<file path="config.mk">
export PLATFORM = sky130hd
export DESIGN_NAME = accum_feeder
export DESIGN_NICKNAME = d
export VERILOG_FILES = /design/src/rtl/accum_feeder.sv
export SDC_FILE = /design/constraint.sdc
export NUM_CORES = 1
export LEC_CHECK = 0
export CAP_MARGIN = 10
export CORE_MARGIN = 2
export CORE_UTILIZATION = 58
export DETAILED_ROUTE_END_ITERATION = 6
export PLACE_DENSITY = 0.9
export SLEW_MARGIN = 10
export SYNTH_ARGS = -nofsm -noshare
export SYNTH_HDL_FRONTEND = slang
export SYNTH_SLANG_ARGS = --single-unit
</file>
<file path="constraint.sdc">
create_clock -name clk_i -period 5.59 [get_ports clk_i]
set_input_delay 1.118 -clock clk_i [delete_from_list [all_inputs] [get_ports clk_i]]
set_output_delay 1.118 -clock clk_i [all_outputs]
set_load 0.02 [all_outputs]
</file>
<file path="src/rtl/accum_feeder.sv">
// accum_feeder: buffers a valid/ready sample stream in a small FIFO and hands
// it to the accumulator as en/data strobes, cutting the stream into blocks of
// BLOCK_LEN samples with a one-cycle clear after each block.
//
// state    | meaning
// ---------+------------------------------------------------------------
// ST_RUN   | pops allowed; counts samples toward the end of the block
// ST_CLEAR | single cycle after the last sample; no pop, raises out_clr
module accum_feeder #(
   parameter int IN_WIDTH  = 8,
   parameter int DEPTH     = 4,
   parameter int BLOCK_LEN = 16,
   parameter int CNT_WIDTH = 16
) (
   input  logic                     clk_i,
   input  logic                     rst_i,
   input  logic                     in_valid_i,
   output logic                     in_ready_o,
   input  logic [IN_WIDTH-1:0]      in_data_i,
   input  logic                     hold_i,
   output logic                     out_en_o,
   output logic [IN_WIDTH-1:0]      out_data_o,
   output logic                     out_clr_o,
   output logic                     block_done_o,
   output logic [CNT_WIDTH-1:0]     block_count_o,
   output logic [$clog2(DEPTH):0]   fill_o
);

   localparam int AW = $clog2(DEPTH);
   localparam int SW = $clog2(BLOCK_LEN + 1);

   localparam logic [0:0]    ST_RUN   = 1'b0;
   localparam logic [0:0]    ST_CLEAR = 1'b1;

   localparam logic [AW:0]   FILL_FULL = (AW + 1)'(DEPTH);
   localparam logic [SW-1:0] LAST_CNT  = SW'(BLOCK_LEN - 1);

   logic [IN_WIDTH-1:0]  mem_q [DEPTH];
   logic [AW-1:0]        wr_ptr_q, wr_ptr_d;
   logic [AW-1:0]        rd_ptr_q, rd_ptr_d;
   logic [AW:0]          fill_q, fill_d;
   logic [0:0]           state_q, state_d;
   logic [SW-1:0]        smp_cnt_q, smp_cnt_d;
   logic                 out_en_q, out_en_d;
   logic [IN_WIDTH-1:0]  out_data_q, out_data_d;
   logic                 out_clr_q, out_clr_d;
   logic                 done_q, done_d;
   logic [CNT_WIDTH-1:0] blk_cnt_q, blk_cnt_d;

   logic push;
   logic pop;
   logic last_smp;

   // The reset term keeps upstream stalled for the whole reset pulse.
   assign in_ready_o = !rst_i && (fill_q != FILL_FULL);
   assign push       = in_valid_i && in_ready_o;
   assign pop        = (state_q == ST_RUN) && (fill_q != '0) && !hold_i;
   assign last_smp   = (smp_cnt_q == LAST_CNT);

   // Next-state: FIFO pointers/occupancy, block segmentation, output strobes.
   always_comb begin
      wr_ptr_d   = wr_ptr_q;
      rd_ptr_d   = rd_ptr_q;
      fill_d     = fill_q;
      state_d    = state_q;
      smp_cnt_d  = smp_cnt_q;
      out_en_d   = 1'b0;
      out_data_d = out_data_q;
      out_clr_d  = 1'b0;
      done_d     = 1'b0;
      blk_cnt_d  = blk_cnt_q;

      if (push) begin
         wr_ptr_d = wr_ptr_q + 1'b1;
      end

      if (pop) begin
         rd_ptr_d   = rd_ptr_q + 1'b1;
         out_en_d   = 1'b1;
         out_data_d = mem_q[rd_ptr_q];
         if (last_smp) begin
            smp_cnt_d = '0;
            done_d    = 1'b1;
            blk_cnt_d = blk_cnt_q + 1'b1;
            state_d   = ST_CLEAR;
         end else begin
            smp_cnt_d = smp_cnt_q + 1'b1;
         end
      end

      if (push && !pop) begin
         fill_d = fill_q + 1'b1;
      end else if (pop && !push) begin
         fill_d = fill_q - 1'b1;
      end

      // CLEAR never pops, so out_clr can never coincide with out_en.
      if (state_q == ST_CLEAR) begin
         out_clr_d = 1'b1;
         state_d   = ST_RUN;
      end
   end

   // Sample storage; contents are don't-care after reset because fill gates reads.
   always_ff @(posedge clk_i) begin
      if (push) begin
         mem_q[wr_ptr_q] <= in_data_i;
      end
   end

   // State registers with synchronous reset.
   always_ff @(posedge clk_i) begin
      if (rst_i) begin
         wr_ptr_q   <= '0;
         rd_ptr_q   <= '0;
         fill_q     <= '0;
         state_q    <= ST_RUN;
         smp_cnt_q  <= '0;
         out_en_q   <= 1'b0;
         out_data_q <= '0;
         out_clr_q  <= 1'b0;
         done_q     <= 1'b0;
         blk_cnt_q  <= '0;
      end else begin
         wr_ptr_q   <= wr_ptr_d;
         rd_ptr_q   <= rd_ptr_d;
         fill_q     <= fill_d;
         state_q    <= state_d;
         smp_cnt_q  <= smp_cnt_d;
         out_en_q   <= out_en_d;
         out_data_q <= out_data_d;
         out_clr_q  <= out_clr_d;
         done_q     <= done_d;
         blk_cnt_q  <= blk_cnt_d;
      end
   end

   assign out_en_o      = out_en_q;
   assign out_data_o    = out_data_q;
   assign out_clr_o     = out_clr_q;
   assign block_done_o  = done_q;
   assign block_count_o = blk_cnt_q;
   assign fill_o        = fill_q;

endmodule

</file>
[After elaboration in Yosys (flattened, before gate mapping)]
Memories as Yosys holds them, arrays and structs flattened. A register that Yosys moved wholly into a read port is not among the register bits.
Index checks and enable logic that the tools add are counted.
Word-level totals
  output and inout port bits: 31
  bits of input ports: 12
  memories kept: 1
  RAM bits: 32
  register bits after elaboration: 32
  logic and storage cells: 42
Memory list
  mem_q: words 4, width 8, rd ports 1, clocked after memory_dff 1, wr ports 1, line 38  | logic [IN_WIDTH-1:0] mem_q [DEPTH];
Operators by class
  muxes and demuxes: 9
  $add $sub $neg: 6
  reduce and logical (&&, ||, !) cells: 14
  bitwise operators: 1
  eq/ne operators: 2
Operator list (number)
  $add A16 B1 Y16 const B: 1
  $logic_and A1 B1 Y1: 6
  $mux W1: 6
  $mux W3: 2
  $add A5 B1 Y5 const B: 1
  $eq A5 B4 Y1 const B: 1
  $mux W5: 1
  $add A2 B1 Y2 const B: 2
  $logic_not A1 Y1: 4
  $add A3 B1 Y3 const B: 1
  $ne A3 B3 Y1 const B: 1
  $reduce_bool A3 Y1: 1
  $sub A3 B1 Y3 const B: 1
  $reduce_and A2 Y1: 1
  $reduce_bool A2 Y1: 1
  $reduce_or A2 Y1: 1
  $not A1 Y1: 1

[Longest topological paths before layout]
Gate-level depths: netlist of run 1.
  depth in word-level cells: 7
  gate-level depth with buffers: 12
  depth with buffers taken out: 9

[Least setup slack after synthesis of run 1]
No wires, ideal clock.
  kind: input-to-output
  from: in rst_i
  to: out in_ready_o
  stages on the path: 3
  data required time: 4.472 ns
  data arrival time: 1.807 ns
  path buffers: 2
  setup slack: 2.665 ns
  cells stage by stage: clkbuf_1 -> clkbuf_1 -> a21oi_1
Between the ends
  word-level cells in the longest chain between the ends: 2
RTL lines
  start, declared: line 16  | input logic rst_i,
  $logic_not A1 Y1: line 55  | assign in_ready_o = !rst_i && (fill_q != FILL_FULL);
  $logic_and A1 B1 Y1: line 55
  end, declared: line 18  | output logic in_ready_o,
No other way between the ends.

[Final worst setup path of run 1]
Same ends and word-level chain as after synthesis.

==> results of run 1 <==
-- metal layers --
metal / routed length (um) / track usage (%)
met5: 0 / 0
met4: 99 / 10.9
met3: 184 / 5.42
met2: 2990 / 36.0
met1: 2330 / 28.5
-- placed cells by master (no fill, tap or decap) --
cell type         n
nand3_1           9
and3_2            1
mux2i_1           1
xnor2_1           3
clkinv_4          1
and2_1            5
nor2b_1           2
a21oi_1          26
clkinvlp_4        3
fa_1              1
nand4_1           3
and3b_1           1
clkinv_2          2
a311oi_1          1
nand4_4           1
buf_4             1
xor2_1            6
or3_1             9
and3_1            1
a41oi_1           1
a211oi_2          1
nand2_1          25
or4_1             6
inv_1             6
clkdlybuf4s50_1  42
dfxtp_1          40
and4_1            2
mux4_2            8
o31ai_1           7
nand2b_1          1
a31o_2            1
nor2_1           13
ha_1              7
inv_6             2
and4b_1           1
nor2_8            1
o21ai_0           7
clkbuf_8          9
edfxtp_1         32
-- power by group through the flow --
stage,Clock [mW],Combinational [mW],Sequential (mW)
6_report,0.363,0.281,0.655
5_1_grt,0.398,0.306,0.664
3_5_place_dp,0,0.280,0.668
3_3_place_gp,0,0.265,0.665
2_1_floorplan,0,0.195,0.665
4_1_cts,0.372,0.282,0.656
-- worst register-to-register path, cell delays in order (launching register included) --
cell and delay (ps):
dfxtp_1 380, or3_1 520, and2_1 390, clkinv_2 240
ha_1 230, inv_1 70, fa_1 380, xor2_1 170
or3_1 310, a21oi_1 140
-- area by class of cell --
class / instances / area share [%]
clock buffer: 9 / 3.48
inverter: 7 / 0.773
timing repair buffer: 43 / 12.0
tap: 67 / 2.35
sequential: 72 / 49.5
clock inverter: 7 / 1.51
multi-input combinational: 151 / 30.4
-- state kept, by name, indices dropped and copies added (netlist names) --
signal	flops
block_count_o	16
block_done_o	1
fill_o	3
mem_q	32
out_clr_o	1
out_data_o	8
out_en_o	1
rd_ptr_q	2
smp_cnt_q	5
state_q	1
wr_ptr_q	2
-- through the flow --
stage / total power [mW] / hold WS, ps
floorplan: 0.860 / 444
global placement: 0.930 / 458
detailed placement: 0.947 / 457
CTS: 1.31 / 468
global route: 1.37 / 499
finish: 1.30 / 470
-- worst max-delay path by stage --
stage,depth (start not counted),slack [ps],end
detailed placement,10,1850,fill_o[2]
global placement,4,1910,in_ready_o
CTS,4,1870,in_ready_o
finish,4,1870,in_ready_o
global route,4,1790,in_ready_o
floorplan,3,2670,in_ready_o
-- logic make-up after synthesis --
group | Yosys count | synth area share (%)
AND/OR/NAND/NOR | 81 | 15.2
flip-flops | 72 | 59.6
AO/OA/AOI/OAI | 44 | 8.68
buffers and inverters | 21 | 3.81
XOR/XNOR | 9 | 2.67
multiplexers | 9 | 6.43
adder cells (fa/ha/maj) | 8 | 3.64
==> results.cfg, run 1 <==
[yosys]
synthFlopType = dfxtp_1
synth_edf_count = 32
async_flop_share_pct = 0
synth_cells = 244
synth_warnings = 0
synth_nets = 264
synth_seq_area_share_pct = 59.6
synth.most_common_cell = dfxtp_1
yosysTopAreaCell = edfxtp_1
synthTopCellsByCount = 40 x dfxtp_1, 32 x edfxtp_1, 26 x a21oi_1
synthTopCellsByArea = edfxtp_1 33%, dfxtp_1 27%, mux4_2 6.1%
ys_ff_latch = 72
synth_top_area_share_pct = 32.5
syn_area_sq_mm = 0.00296
avgSynthCellArea_sq_um = 12.1
synth_cell_type_count = 37

[worst_setup_path]
r2r_end = fill_o[2]
path_class = in -> out
cp_max_fo = 42
worstPathCellList = clkdlybuf4s50_1 > buf_4 > a21oi_1 > clkdlybuf4s50_1
crit_family = buffers and inverters
r2r_start = fill_o[2]
crit_required_ps = 4470
crit_path_end_kind = output pin
crit_arrival_ps = 2600
worstSetupStartpoint = rst_i
cpMaxStageDelayCell = clkdlybuf4s50_1
cp_common_cell = clkdlybuf4s50_1
r2r_cells = 9
crit_buf_inv = 3
max_stage_delay_ps = 560
cp-start-kind = input port
r2r_slack_ps = 2700

[drt]
drt_wl_total_um = 5600
ant_nets = 0
first_pass_iters = 5
drtIter0Drc = 141
via_per_inst = 5.58
drcViolationCount = 0
avgRoutedWirePerCell_um = 15.7
vias = 1988

[grt]
grt_max_degree = 43
grtUsageTotal_pct = 22.4
grt_pass1_wl_um = 9120
first_global_vias = 1906
antenna_found_initial = 0
gr-total-overflow = 0

[timing]
hold_viol_final = 0
drv_slew = 0
tightest_slew_ps = 627
setup_viol = 0
rsz0062_at_grt = false
skew_ps = 7.76
layout_setup_ws_ps = 1870
min_period_ps = 3720
maxSlewHeadroom_pct = 58.1
fin_crit_sh_pct = 66.6
max_freq_mhz = 269
fin_setup_tns_ps = 0

[cells_and_area]
design_area_sq_mm = 0.00356
nNetsFinal = 304
regArea_sq_mm = 0.00176
instances_no_fill = 356
utilization_pct = 73.9
fillCellCount = 331
drive_gt1_share_pct = 10.7
area_growth_pct = 20.4
multiInputGateArea_sq_mm = 0.00108
antennaDiodeCount = 0

[outcome]
status = finished, final reports clean

[die]
die_y_um = 75.4
std_cell_rows = 25
design.die.area_sq_mm = 0.00568
start_util_pct = 61.4
dieWidth_um = 75.4
coreArea_sq_mm = 0.00482
io_pins = 43

[power_and_ir_drop]
p_comb_share_pct = 21.6
p_sw_mw = 0.400
pwr-share-seq_pct = 50.4
ir_drop_mv = 0.235
leakagePower_nw = 1.19
cellPowerDensity_mw_per_mm2 = 365
p_int_mw = 0.900
netSwitchingFraction_pct = 30.8
pwr-share-clk_pct = 27.9

[clocking]
numCtsBuffers = 9
cts_resized = 0
cts_root_buf = clkbuf_8
cts_setup_buffers = 0
h-tree-depth = 3
cts_tree = built
clkTransAtPathRegs_ps = 80
insertion_delay_ps = 340
cts_sinks = 72
cts_hold_buf = 0
cts_buffer_depth = 2

[placed_design]
dpl_worst_slack_ps = 1850
placed_cells = 340
dp_hpwl_um = 3990
place_area_sq_mm = 0.00338
gp_congestion = 0.761
io_buffer_count = 42

[min_path]
hp-start = out_data_o[2]
hold_end = out_data_o[2]
hold_path_class = reg -> reg
whs_path_depth = 2

[flow_run]
cap_violations = 0
Power figures use the tool's default switching activity.
==> run 2: changes to the inputs <==
--- a/config.mk
+++ b/config.mk
@@ -7,9 +7,9 @@
 export LEC_CHECK = 0
 export CAP_MARGIN = 10
 export CORE_MARGIN = 2
-export CORE_UTILIZATION = 58
+export CORE_UTILIZATION = 53
 export DETAILED_ROUTE_END_ITERATION = 6
-export PLACE_DENSITY = 0.9
+export PLACE_DENSITY = 0.84
 export SLEW_MARGIN = 10
 export SYNTH_ARGS = -nofsm -noshare
 export SYNTH_HDL_FRONTEND = slang
==> constraint.sdc (replaced) <==
create_clock -name clk_i -period 3.61 [get_ports clk_i]
set_input_delay 0.722 -clock clk_i [delete_from_list [all_inputs] [get_ports clk_i]]
set_output_delay 0.722 -clock clk_i [all_outputs]
set_load 0.02 [all_outputs]
==> results.cfg, run 2 (synthesized netlist as in run 1, its figures left out) <==
[worst_setup_path]
worstSetupStartpoint = rst_i
r2r_cells = 9
crit_family = buffers and inverters
cpMaxStageDelayCell = clkdlybuf4s50_1
cp-start-kind = input port
crit_arrival_ps = 2120
r2r_end = fill_o[2]
cp_max_fo = 9
crit_path_end_kind = output pin
path_class = in -> out
crit_path_end = in_ready_o
r2r_slack_ps = 1010
cp_common_cell = clkdlybuf4s50_1
max_stage_delay_ps = 620
worstPathCellList = clkdlybuf4s50_1 > a21oi_1 > clkdlybuf4s50_1
path_depth = 3
r2r_start = fill_o[2]
crit_buf_inv = 2
crit_required_ps = 2890

[clocking]
cts_root_buf = clkbuf_8
cts_sinks = 72
numCtsBuffers = 9
cts_resized = 0
cts_hold_buf = 0
cts_setup_buffers = 0
cts_tree = built
insertion_delay_ps = 340
cts_buffer_depth = 2
clkTransAtPathRegs_ps = 80
h-tree-depth = 3

[cells_and_area]
regArea_sq_mm = 0.00176
final_cell_mix = 42 x clkdlybuf4s50_1, 40 x dfxtp_1, 32 x edfxtp_1, 26 x a21oi_1, 25 x nand2_1
antennaDiodeCount = 0
fillCellCount = 403
drive_gt1_share_pct = 11.0
regMostFlops = mem_q
area_growth_pct = 21.0
nNetsFinal = 306
multiInputGateArea_sq_mm = 0.00108
final_common_cell = clkdlybuf4s50_1
largest_reg_flops = 32

[die]
design.die.area_sq_mm = 0.00619
die_y_um = 78.7
dieWidth_um = 78.7
coreArea_sq_mm = 0.00544
io_pins = 43
std_cell_rows = 27
start_util_pct = 54.4

[drt]
via_per_inst = 5.46
ant_nets = 0
first_pass_iters = 4
drt_wl_total_um = 5330
drcViolationCount = 0
vias = 1982
avgRoutedWirePerCell_um = 14.7
drtIter0Drc = 112

[timing]
skew_ps = 6.33
hold_ws_ps = 455
max_freq_mhz = 351
hold_viol_final = 0
drv_slew = 0
fin_setup_tns_ps = 0
setup_viol = 0
fin_crit_sh_pct = 78.8
tightest_slew_ps = 633
min_period_ps = 2850
rsz0062_at_grt = false
maxSlewHeadroom_pct = 57.8

[grt]
grt_pass1_wl_um = 8890
gr-total-overflow = 0
grtUsageTotal_pct = 18.8
grt_max_degree = 35
first_global_vias = 1867
antenna_found_initial = 0

[outcome]
status = finished, final reports clean

[power_and_ir_drop]
ir_drop_mv = 0.364
leakagePower_nw = 1.18
finalPower_mw = 1.99
cellPowerDensity_mw_per_mm2 = 557

[placed_design]
dp_hpwl_um = 3680
io_buffer_count = 42
gp_congestion = 0.789

[flow_run]
cap_violations = 0

[min_path]
hold_path_class = reg -> reg
==> run 2: how the worst min path moves through the flow <==
| stage | from | slack (ps) | cells after the start | endpoint |
|---|---|---|---|---|
| after detailed placement | out_data_o[2] | 450 | 2 | out_data_o[2] |
| after global placement | out_data_o[2] | 450 | 2 | out_data_o[2] |
| after CTS | out_data_o[2] | 460 | 2 | out_data_o[2] |
| after global routing | out_data_o[2] | 470 | 2 | out_data_o[2] |
| after floorplan | smp_cnt_q[4] | 440 | 2 | smp_cnt_q[4] |
| final | out_data_o[0] | 450 | 2 | out_data_o[0] |
==> run 2: layout make-up <==
| type | count | share of cell area [%] |
|---|---|---|
| multi-input cells | 151 | 30.2 |
| inverters | 7 | 0.769 |
| flip-flops and latches | 72 | 49.2 |
| clock buffers | 10 | 3.57 |
| repair buffers | 45 | 12.4 |
| well taps | 72 | 2.52 |
| clock inverters | 6 | 1.29 |
==> run 2: per-stage QoR <==
step	std cells	instance area, sq um	setup WS [ps]	utilization (%)
2_1_floorplan	244	2960	1010	-
3_3_place_gp	347	3400	645	62.6
3_5_place_dp	347	3400	582	62.6
4_1_cts	363	3580	748	65.8
5_1_grt	363	3580	707	65.8
6_report	363	3580	764	65.8
==> run 2: worst reg2reg max path: stages, from the launching register on <==
cell and delay [ps]:
dfxtp_1 360, or3_1 530, and2_1 240, clkinv_2 160, ha_1 210, inv_1 60, fa_1 370, xor2_1 150
or3_1 310, a21oi_1 140
==> run 2: where the power goes <==
group | internal (mW) | total [mW] | switching, mW
clock | 0.250 | 0.553 | 0.303
sequential | 0.927 | 1.01 | 0.0818
combinational | 0.218 | 0.432 | 0.214
total | 1.40 | 1.99 | 0.599
==> run 2: layer usage <==
metal  GRT usage, %  share of wire [%]  up-vias
met4           6.84                1.4        0
met5              0                  0        -
li1               -                  -      978
met3           6.48                3.7        8
met1           23.5                 45      961
met2           30.4                 50       35
